### src/rtl/lector_banco_pkg.sv
// Shared definitions for the counter-bank read scanner.
// The default widths are also used where the bank itself is instantiated.
package lector_banco_pkg;

    localparam int BIT_ADDR_DEF = 4;
    localparam int BIT_DATO_DEF = 3;

    typedef enum logic [1:0] {
        ST_IDLE = 2'd0,
        ST_LOAD = 2'd1,
        ST_SEND = 2'd2,
        ST_DONE = 2'd3
    } estado_t;

endpackage

### src/rtl/lector_banco_acumulador_max.sv
// Running sum and arg-max over the values fed during one scan.
// A strict compare keeps the lowest index when several entries tie.
module acumulador_max
    import lector_banco_pkg::*;
#(
    parameter int BIT_ADDR = BIT_ADDR_DEF,
    parameter int BIT_DATO = BIT_DATO_DEF
) (
    input  logic                         clk,
    input  logic                         rst,
    input  logic                         clear,
    input  logic                         enable,
    input  logic [BIT_DATO-1:0]          value,
    input  logic [BIT_ADDR-1:0]          index,
    output logic [BIT_ADDR+BIT_DATO-1:0] acc_sum,
    output logic [BIT_DATO-1:0]          acc_max,
    output logic [BIT_ADDR-1:0]          acc_idx
);

    always_ff @(posedge clk) begin
        if (rst || clear) begin
            acc_sum <= '0;
            acc_max <= '0;
            acc_idx <= '0;
        end else if (enable) begin
            acc_sum <= acc_sum + (BIT_ADDR+BIT_DATO)'(value);
            if (value > acc_max) begin
                acc_max <= value;
                acc_idx <= index;
            end
        end
    end

endmodule

### src/rtl/lector_banco.sv
// Walks the counter bank once per start pulse, streaming (addr, count)
// pairs over valid/ready and publishing the total and arg-max at the end.
module lector_banco
    import lector_banco_pkg::*;
#(
    parameter int BIT_ADDR = BIT_ADDR_DEF,
    parameter int BIT_DATO = BIT_DATO_DEF
) (
    input  logic                         clk,
    input  logic                         rst,
    input  logic                         start,
    output logic [BIT_ADDR-1:0]          addrR,
    input  logic [BIT_DATO-1:0]          datInR,
    output logic                         busy,
    output logic                         out_valid,
    input  logic                         out_ready,
    output logic [BIT_ADDR-1:0]          out_addr,
    output logic [BIT_DATO-1:0]          out_dato,
    output logic                         done,
    output logic [BIT_ADDR+BIT_DATO-1:0] sum,
    output logic [BIT_ADDR-1:0]          max_addr,
    output logic [BIT_DATO-1:0]          max_dato
);

    localparam logic [BIT_ADDR-1:0] LAST = '1;

    estado_t               state;
    logic [BIT_ADDR-1:0]   idx;
    logic                  acc_clear;
    logic                  acc_en;
    logic [BIT_ADDR+BIT_DATO-1:0] acc_sum;
    logic [BIT_DATO-1:0]   acc_max;
    logic [BIT_ADDR-1:0]   acc_idx;

    assign acc_clear = (state == ST_IDLE) && start;
    assign acc_en    = (state == ST_LOAD);

    acumulador_max #(
        .BIT_ADDR (BIT_ADDR),
        .BIT_DATO (BIT_DATO)
    ) u_acc (
        .clk     (clk),
        .rst     (rst),
        .clear   (acc_clear),
        .enable  (acc_en),
        .value   (datInR),
        .index   (idx),
        .acc_sum (acc_sum),
        .acc_max (acc_max),
        .acc_idx (acc_idx)
    );

    always_ff @(posedge clk) begin
        if (rst) begin
            state     <= ST_IDLE;
            idx       <= '0;
            addrR     <= '0;
            busy      <= 1'b0;
            out_valid <= 1'b0;
            out_addr  <= '0;
            out_dato  <= '0;
            done      <= 1'b0;
            sum       <= '0;
            max_addr  <= '0;
            max_dato  <= '0;
        end else begin
            done <= 1'b0;
            unique case (state)
                ST_IDLE: begin
                    addrR <= '0;
                    if (start) begin
                        idx   <= '0;
                        busy  <= 1'b1;
                        state <= ST_LOAD;
                    end
                end
                ST_LOAD: begin
                    out_dato  <= datInR;
                    out_addr  <= idx;
                    out_valid <= 1'b1;
                    state     <= ST_SEND;
                end
                ST_SEND: begin
                    if (out_ready) begin
                        out_valid <= 1'b0;
                        if (idx == LAST) begin
                            // accumulators already hold the last entry
                            done     <= 1'b1;
                            sum      <= acc_sum;
                            max_addr <= acc_idx;
                            max_dato <= acc_max;
                            addrR    <= '0;
                            state    <= ST_DONE;
                        end else begin
                            idx   <= idx + 1'b1;
                            addrR <= idx + 1'b1;
                            state <= ST_LOAD;
                        end
                    end
                end
                ST_DONE: begin
                    busy  <= 1'b0;
                    state <= ST_IDLE;
                end
                default: state <= ST_IDLE;
            endcase
        end
    end

endmodule

### config.mk
export PLATFORM = sky130hd
export DESIGN_NAME = lector_banco
export DESIGN_NICKNAME = d
export VERILOG_FILES = /design/src/rtl/lector_banco_pkg.sv /design/src/rtl/lector_banco_acumulador_max.sv /design/src/rtl/lector_banco.sv
export SDC_FILE = /design/constraint.sdc
export NUM_CORES = 1
export LEC_CHECK = 0
export ABC_AREA = 1
export BUFFER_PORTS_ARGS = -buffer_cell sky130_fd_sc_hd__buf_2
export CAP_MARGIN = 0
export CELL_PAD_IN_SITES_DETAIL_PLACEMENT = 0
export CELL_PAD_IN_SITES_GLOBAL_PLACEMENT = 1
export CORE_MARGIN = 2
export CORE_UTILIZATION = 43
export DETAILED_ROUTE_END_ITERATION = 10
export PLACE_DENSITY_LB_ADDON = 0.1
export SLEW_MARGIN = 20
export SYNTH_ARGS = -nofsm -noshare
export SYNTH_HDL_FRONTEND = slang
export SYNTH_SLANG_ARGS = --single-unit
### constraint.sdc
create_clock -name clk -period 3 [get_ports clk]
set_clock_uncertainty 0.1 [all_clocks]
set_input_delay 0.3 -clock clk [delete_from_list [all_inputs] [get_ports clk]]
set_output_delay 0.3 -clock clk [all_outputs]
set_load 0.05 [all_outputs]
Yosys cells after proc, flatten, opt, wreduce, memory -nomap -nowiden --
Cells that the tools add are included.
Cells by class: add/subtract/negate cells 2, order comparisons 1, eq/ne operators 7, multiplexer cells 16, bitwise gates (word level) 2, reductions and logical operators 14
Operators by type and width (number):
- two-way mux 4 bit | 5
- case mux 4 bit (2 select lines) | 2
- AND reduction 2 bit | 5
- case mux 2 bit (4 select lines) | 1
- adder 7 x 3 -> 7 bit | 1
- two-way mux 2 bit | 3
- inequality test 2 bit (second input constant) | 3
- nonzero test 2 bit | 3
- adder 4 x 1 -> 4 bit (second input constant) | 1
- equality test 2 bit (second input constant) | 2
- equality test 4 bit (second input constant) | 1
- case mux 1 bit (2 select lines) | 2
- AND reduction 4 bit | 1
- > comparator 3 bit | 1
- two-way mux 1 bit | 3
- AND reduction 3 bit | 1
- OR reduction 3 bit | 1
- equality test 2 x 1 -> 1 bit (second input constant) | 1
- logical NOT 2 bit | 1
- inverter 1 bit | 2
- logical AND 1 bit | 1
- logical OR 1 bit | 1
Storage, ports and cells: bits in registers 48, bits of input ports 7, output and inout bits 28, word-level logic and storage cells 56

Longest topological paths before layout --
Gate-level depths: netlist (run 1).
depth after elaboration 4, mapped depth 10, depth with buffers taken out 9

Modules after synthesis --
From an unflattened synthesis (run 1), not the netlist that was laid out.
Unflattened totals: cell total of the unflattened synthesis 279, area, all modules 2107.0 um2
Modules (own cells, without submodules):
- lector_banco | times used 1, cells an instance 166, area each 1308.8 um2, seq. area each 680.7 um2
- acumulador_max | times used 1, cells an instance 113, area each 798.3 um2, seq. area each 280.3 um2

Least setup slack after synthesis (run 1) --
No wires, ideal clock.
path kind input port to flip-flop, start point input port datInR[0], end point register u_acc.acc_sum[6], library setup time 64 ps, arrival time 1305 ps, required time 2836 ps, setup slack 1532 ps, stages on the path 9, buffers on the path 0, cells stage by stage ha_1 -> fa_1 -> nand2_1 -> nand2_1 -> nand3_1 -> nor2_1 -> nand2_1 -> nand2_1 -> nor2_1
On the way: word-level cells in the longest chain between the ends 1
Ends and longest elaborated chain:
- from (decl) | line lector_banco.sv:13 | input logic [BIT_DATO-1:0] datInR,
- adder 7 x 3 -> 7 bit | line lector_banco_acumulador_max.sv:26 | acc_sum <= acc_sum + (BIT_ADDR+BIT_DATO)'(value);
- to (signal assigned) | line lector_banco_acumulador_max.sv:26
- to (decl) | line lector_banco_acumulador_max.sv:15 | output logic [BIT_ADDR+BIT_DATO-1:0] acc_sum,
Every way passes these cells. A chain may end at the register's enable or synchronous reset.

Worst setup path in the final report (run 1) --
start point register state[0], end point register u_acc.acc_idx[1]
On the way: word-level cells in the longest chain between the ends 3, elaborated cells between the ends (all ways) 5, those cells by class 1 x eq/ne; 4 x reduce/logical
Ends and longest elaborated chain:
- from (decl) | line lector_banco.sv:27 | estado_t state;
- from (signal assigned) | line lector_banco.sv:55 | state <= ST_IDLE;
- from (signal assigned) | line lector_banco.sv:74 | state <= ST_LOAD;
- from (signal assigned) | line lector_banco.sv:81 | state <= ST_SEND;
- logical NOT 2 bit | line lector_banco.sv:35 | assign acc_clear = (state == ST_IDLE) && start;
- logical AND 1 bit | line lector_banco.sv:35
- logical OR 1 bit | line lector_banco_acumulador_max.sv:21 | if (rst || clear) begin
- to (signal assigned) | line lector_banco_acumulador_max.sv:29 | acc_idx <= index;
- to (decl) | line lector_banco_acumulador_max.sv:17 | output logic [BIT_ADDR-1:0] acc_idx
Several ways; a longest one is shown, not always the timed one.

==> flow_summary_export.csv, run 1 <==
group,metric,value,unit
outcome,outcome,"complete, no violations",
synth,syn_inst,258,
routing,top_layer,"met4",
clock_tree,clock_latency,0.30,ns
routing,drc,0,
layout,final_common_cell,"dfxtp_1",
power_and_ir_drop,peakVddDrop,0.230,mV
global_route,grt_pass1_wl,7310,um
layout,fin_nets,306,
floorplanning,die_h,72.4,um
clock_tree,cts_buffer_depth,2,
synth,yosysSeqAreaShare,0.478,
synth,synth_fp_nets,273,
timing,min_period_over_period,0.577,
routing,wl_per_cell,12.1,um
setup_path,rr_worst_depth,7,
placed_design,dpl.cell_count,336,
global_route,grt-ovfl-total,0,
power_and_ir_drop,p_per_area,534,nW/um2
layout,drive_above_1_share,0.175,
floorplanning,rows,24,
synth,yosys.area.top_type,"dfxtp_1",
timing,slew_violations,0,
job,maxCapViolCount,0,
placed_design,dp_hpwl,2990,um
layout,final_cell_mix,"dfxtp_1 (48), nand2_1 (46), nor2_1 (40), buf_2 (34), a21oi_1 (25)",
synth,avgSynthCellArea,7.80,um2
clock_tree,cts_setup_buffers,0,
placed_design,portBuffers,34,
hold_path,holdCritPathClass,"in2reg",
clock_tree,cts_made_buffers,5,
synth,synth-seq-cells,48,
layout,multi_input_area,927,um2
routing,met1_length,2160,um
timing,setup_viol,0,
timing,period_needed,1.73,ns
layout,num-fill-cells,450,
setup_path,criticalPathCategory,"reg2reg",
layout,final_cells,344,
clock_tree,htree_levels,2,
placed_design,gp_congestion,0.815,
timing,worst_pin_slew,0.558,ns
floorplanning,ioPinCount,35,
routing,wl_met2,1800,um
clock_tree,cts_sinks,48,
global_route,grt_pass1_vias,1589,
routing,totalWireLength,4170,um
layout,register_area,961,um2
synth,yosysTopAreaCellShare,0.478,
timing,rsz0062_at_grt,"false",
synth,ys_top_cells_by_area,"dfxtp_1 (48%), nand2_1 (8.6%), nor2_1 (7.5%)",
synth,syn_area,2010,um2
setup_path,start_kind,"flop",
routing,antenna_left,0,
routing,vias,1672,
timing,setup_tns,0,ns
clock_tree,tritoncts,"done",
hold_path,min_path_cells,3,
timing,hold_viol,0,
clock_tree,clkTransAtPathRegs,0.09,ns
power_and_ir_drop,leakagePower,1.00,nW
routing,viasPerCell,4.86,
synth,yosysWarningCount,0,
routing,dr_wl_met3,164,um
layout,area_growth,13.9,%
floorplanning,fp.coreArea,4440,um2
floorplanning,start_util,0.453,
timing,max_slew_margin,0.628,
clock_tree,cts_resized,0,
clock_tree,cts_hold_buf,0,
setup_path,critical_path_required,3.10,ns
routing,drt_iter0_drc,79,
clock_tree,cts_root_buffer,"clkbuf_8",
floorplanning,dieArea,5240,um2
global_route,antenna_found_initial,0,
global_route,grt_usage,0.177,
global_route,grt_max_degree,24,
floorplanning,fp.dieW,72.4,um
synth,synth_cell_types,24,
setup_path,path_max_fanout,23,
timing,fmax,577,MHz
setup_path,cp-end-kind,"flop",
routing,drtPass1Iterations,4,
setup_path,worstPathArrival,1.84,ns
layout,utilization,0.516,
power_and_ir_drop,totalPowerFinal,1.22,mW
layout,insertedDiodeCount,0,
Yosys cell counts (all sizes together):
cell type / count
ha: 7
a21oi: 25
nor3: 15
nor2: 45
clkbuf: 4
dfxtp: 48
a31oi: 1
o21bai: 2
inv: 17
fa: 1
o21ai: 24
xnor2: 1
nand3: 9
nand3b: 2
nand4: 1
clkinv: 2
nand2: 49
buf: 5
area by class of cell:
type                            instances  area share
Multi-Input combinational cell        182       0.404
Timing Repair Buffer                   35      0.0775
Tap cell                               52      0.0284
Inverter                               19      0.0311
Sequential cell                        48       0.419
Clock buffer                            8      0.0393
worst max-delay path, cell delays in order, from the launching register on:
cell     delay [ns]
dfxtp_1        0.44
inv_2          0.10
nor2_4         0.38
nand2_2        0.12
nor2_4         0.30
nand2_1        0.09
nand2_1        0.07
nor2_1         0.04
flip-flops by register name, indices dropped and copies added (netlist names):
| signal | count |
|---|---|
| done | 1 |
| idx | 4 |
| out_valid | 1 |
| u_acc.acc_idx | 4 |
| out_addr | 4 |
| busy | 1 |
| max_addr | 4 |
| sum | 7 |
| u_acc.acc_max | 3 |
| u_acc.acc_sum | 7 |
| state | 2 |
| out_dato | 3 |
| addrR | 4 |
| max_dato | 3 |
logic make-up (layout without fill, tap and decap cells):
logic type	count (synthesis)	after routing	share of synthesized area
compound gates	52	52	0.132
flops	48	48	0.478
fa+ha+maj	8	8	0.0535
simple gates	121	121	0.271
xor+xnor	1	1	0.00435
buf+inv	28	62	0.0616
report_power, final:
| part | internal [mW] | switching (mW) |
|---|---|---|
| combinational | 0.0405 | 0.110 |
| clock | 0.188 | 0.214 |
| sequential | 0.657 | 0.0135 |
path summary, 6_finish.rpt:
kind	slack, ns	start	end
setup / recovery	1.27	state[0]	u_acc.acc_idx[1]
hold / removal	0.18	datInR[2]	out_dato[2]
setup reg to reg	1.27	state[0]	u_acc.acc_idx[1]
hold reg to reg	0.37	addrR[0]	addrR[0]
layer usage:
layer,vias up,GRT usage
li1,905,-
met1,732,0.253
met2,31,0.264
met3,4,0.0417
met4,0,0.0556
met5,-,0
stage by stage:
step	worst slack, ns	instance area, um2	hold WS (ns)
after global routing	1.07	2290	0.190
final	1.27	2290	0.182
after floorplan	1.53	2010	0.269
after global placement	1.14	2200	0.353
after CTS	1.25	2290	0.171
after detailed placement	1.08	2200	0.357
Power figures use the tool's default switching activity.
==> run 2, diff against run 1 <==
Settings changed: CORE_UTILIZATION 43 to 40.
Clock period 3 ns to 1.6 ns, I/O delays scaled along.
==> flow_summary_export.csv, run 2 (synthesized netlist as in run 1, its figures left out) <==
group,metric,value,unit
placed_design,pre_cts_slack,0.0354,ns
timing,slew_violations,0,
global_route,grt_pass1_vias,1640,
floorplanning,fp.coreArea,4790,um2
routing,antenna_left,0,
timing,setup_viol,0,
clock_tree,clkTransAtPathRegs,0.08,ns
power_and_ir_drop,switching_share,0.273,
global_route,antenna_found_initial,0,
layout,insertedDiodeCount,0,
power_and_ir_drop,pwr-share-comb,0.145,
routing,vias,1775,
layout,final_cell_mix,"nand2_1 (46), dfxtp_1 (45), nor2_1 (38), buf_2 (34), a21oi_1 (25)",
global_route,grt_max_degree,22,
setup_path,worstPathArrival,1.59,ns
global_route,grt_pass1_wl,7580,um
timing,min_period_over_period,0.932,
timing,rsz0062_at_grt,"false",
power_and_ir_drop,leakagePower,1.08,nW
setup_path,crit_chain,"inv_1, ha_4, nand2_1, nor2_2, nor2_2, nor2_4, buf_12, nand2_1, nand2_1, nor2_1",
power_and_ir_drop,p_per_area,939,nW/um2
clock_tree,cts_root_buffer,"clkbuf_8",
outcome,outcome,"complete, no violations",
timing,fmax,671,MHz
placed_design,gp_congestion,0.771,
setup_path,criticalPathCategory,"reg2reg",
routing,drc,0,
floorplanning,fp.dieW,74.9,um
power_and_ir_drop,peakVddDrop,0.478,mV
power_and_ir_drop,p_int,1.69,mW
setup_path,slowest_stage,"dfxtp_2",
placed_design,portBuffers,34,
global_route,grt_usage,0.178,
floorplanning,die_h,74.9,um
layout,final_common_cell,"nand2_1",
floorplanning,start_util,0.420,
placed_design,place_area,2320,um2
clock_tree,cts_made_buffers,5,
floorplanning,rows,25,
timing,hold_viol,0,
setup_path,path_max_fanout,11,
clock_tree,clock_latency,0.30,ns
timing,max_slew_margin,0.759,
timing,layout_setup_ws,0.109,ns
global_route,grt-ovfl-total,0,
routing,drt_iter0_drc,49,
routing,wl_per_cell,12.0,um
setup_path,cpMostUsedCell,"nand2_1",
setup_path,start_kind,"flop",
setup_path,critical_path_required,1.70,ns
power_and_ir_drop,seqPwrFrac,0.538,
floorplanning,dieArea,5610,um2
setup_path,cp_num_buf_inv,2,
hold_path,holdCritPathClass,"in2reg",
clock_tree,htree_levels,2,
layout,num-fill-cells,506,
power_and_ir_drop,power.switching,637,uW
clock_tree,cts_sinks,48,
layout,area_growth,23.4,%
floorplanning,ioPinCount,35,
clock_tree,cts_buffer_depth,2,
timing,hold_slack,0.0800,ns
layout,drive_above_1_share,0.246,
layout,final_cell_area,2480,um2
setup_path,cp-end-kind,"flop",
layout,reg_top3,"sum x7, u_acc.acc_sum x7",
job,maxCapViolCount,0,
timing,setup_tns,0,ns
timing,worst_pin_slew,0.361,ns
placed_design,dp_hpwl,3210,um
setup_path,critPathMaxStageDelay,0.35,ns
routing,drtPass1Iterations,4,
layout,fin_nets,319,
clock_tree,tritoncts,"done",
routing,viasPerCell,4.77,
power_and_ir_drop,clkPwrFrac,0.317,
timing,period_needed,1.49,ns
setup_path,crit_family,"simple AND/OR/NAND/NOR gates",
routing,totalWireLength,4460,um
[run 2: area by class of cell]
type	instances	area (um2)	share of cell area
clock buffers	8	90.1	0.0363
inverters	19	71.3	0.0287
multi-input cells	182	972	0.392
flip-flops and latches	48	965	0.389
well taps	67	83.8	0.0338
repair buffers	48	300	0.121
[run 2: worst reg2reg max path, delay by kind of cell (launching register included)]
kind | cells | cell delay (ns)
fa+ha+maj | 1 | 0.27
buf+inv | 2 | 0.19
flops | 1 | 0.35
simple gates | 7 | 0.48
[run 2: per-stage QoR]
step / total power, mW / cells / util
floorplan: 1.51 / 258 / -
global placement: 1.61 / 363 / 0.485
detailed placement: 1.61 / 363 / 0.485
CTS: 2.36 / 371 / 0.505
global route: 2.45 / 372 / 0.519
finish: 2.33 / 372 / 0.519
[run 2: worst paths after layout]
kind	slack (ns)	endpoint	start	cells past startpoint
setup / recovery	0.11	u_acc.acc_idx[3]	u_acc.acc_max[2]	10
hold / removal	0.08	out_dato[2]	datInR[2]	3
setup reg to reg	0.11	u_acc.acc_idx[3]	u_acc.acc_max[2]	10
hold reg to reg	0.36	addrR[0]	addrR[0]	2
[run 2: power by group through the flow]
stage                     Sequential [mW]  Combinational, mW  Clock (mW)
after floorplan                      1.35              0.155           0
after global placement               1.28              0.326           0
after detailed placement             1.28              0.327           0
after CTS                            1.25              0.329       0.780
after global routing                 1.26              0.376       0.809
final                                1.26              0.337       0.739
[run 2: repair_timing]
item                                   CTS  global route
pin swaps                                0             1
resized for setup                        1            10
setup endpoints to repair                1            18
buffers inserted                         0             1
endpoints found under the hold margin    0             0
hold buffers                             0             0
[run 2: layer usage]
layer / track usage / vias up / wire length, um
li1: - / 936 / -
met1: 0.237 / 806 / 2190
met2: 0.286 / 28 / 2040
met3: 0.0361 / 5 / 169
met4: 0.0655 / 0 / 62
met5: 0 / - / 0
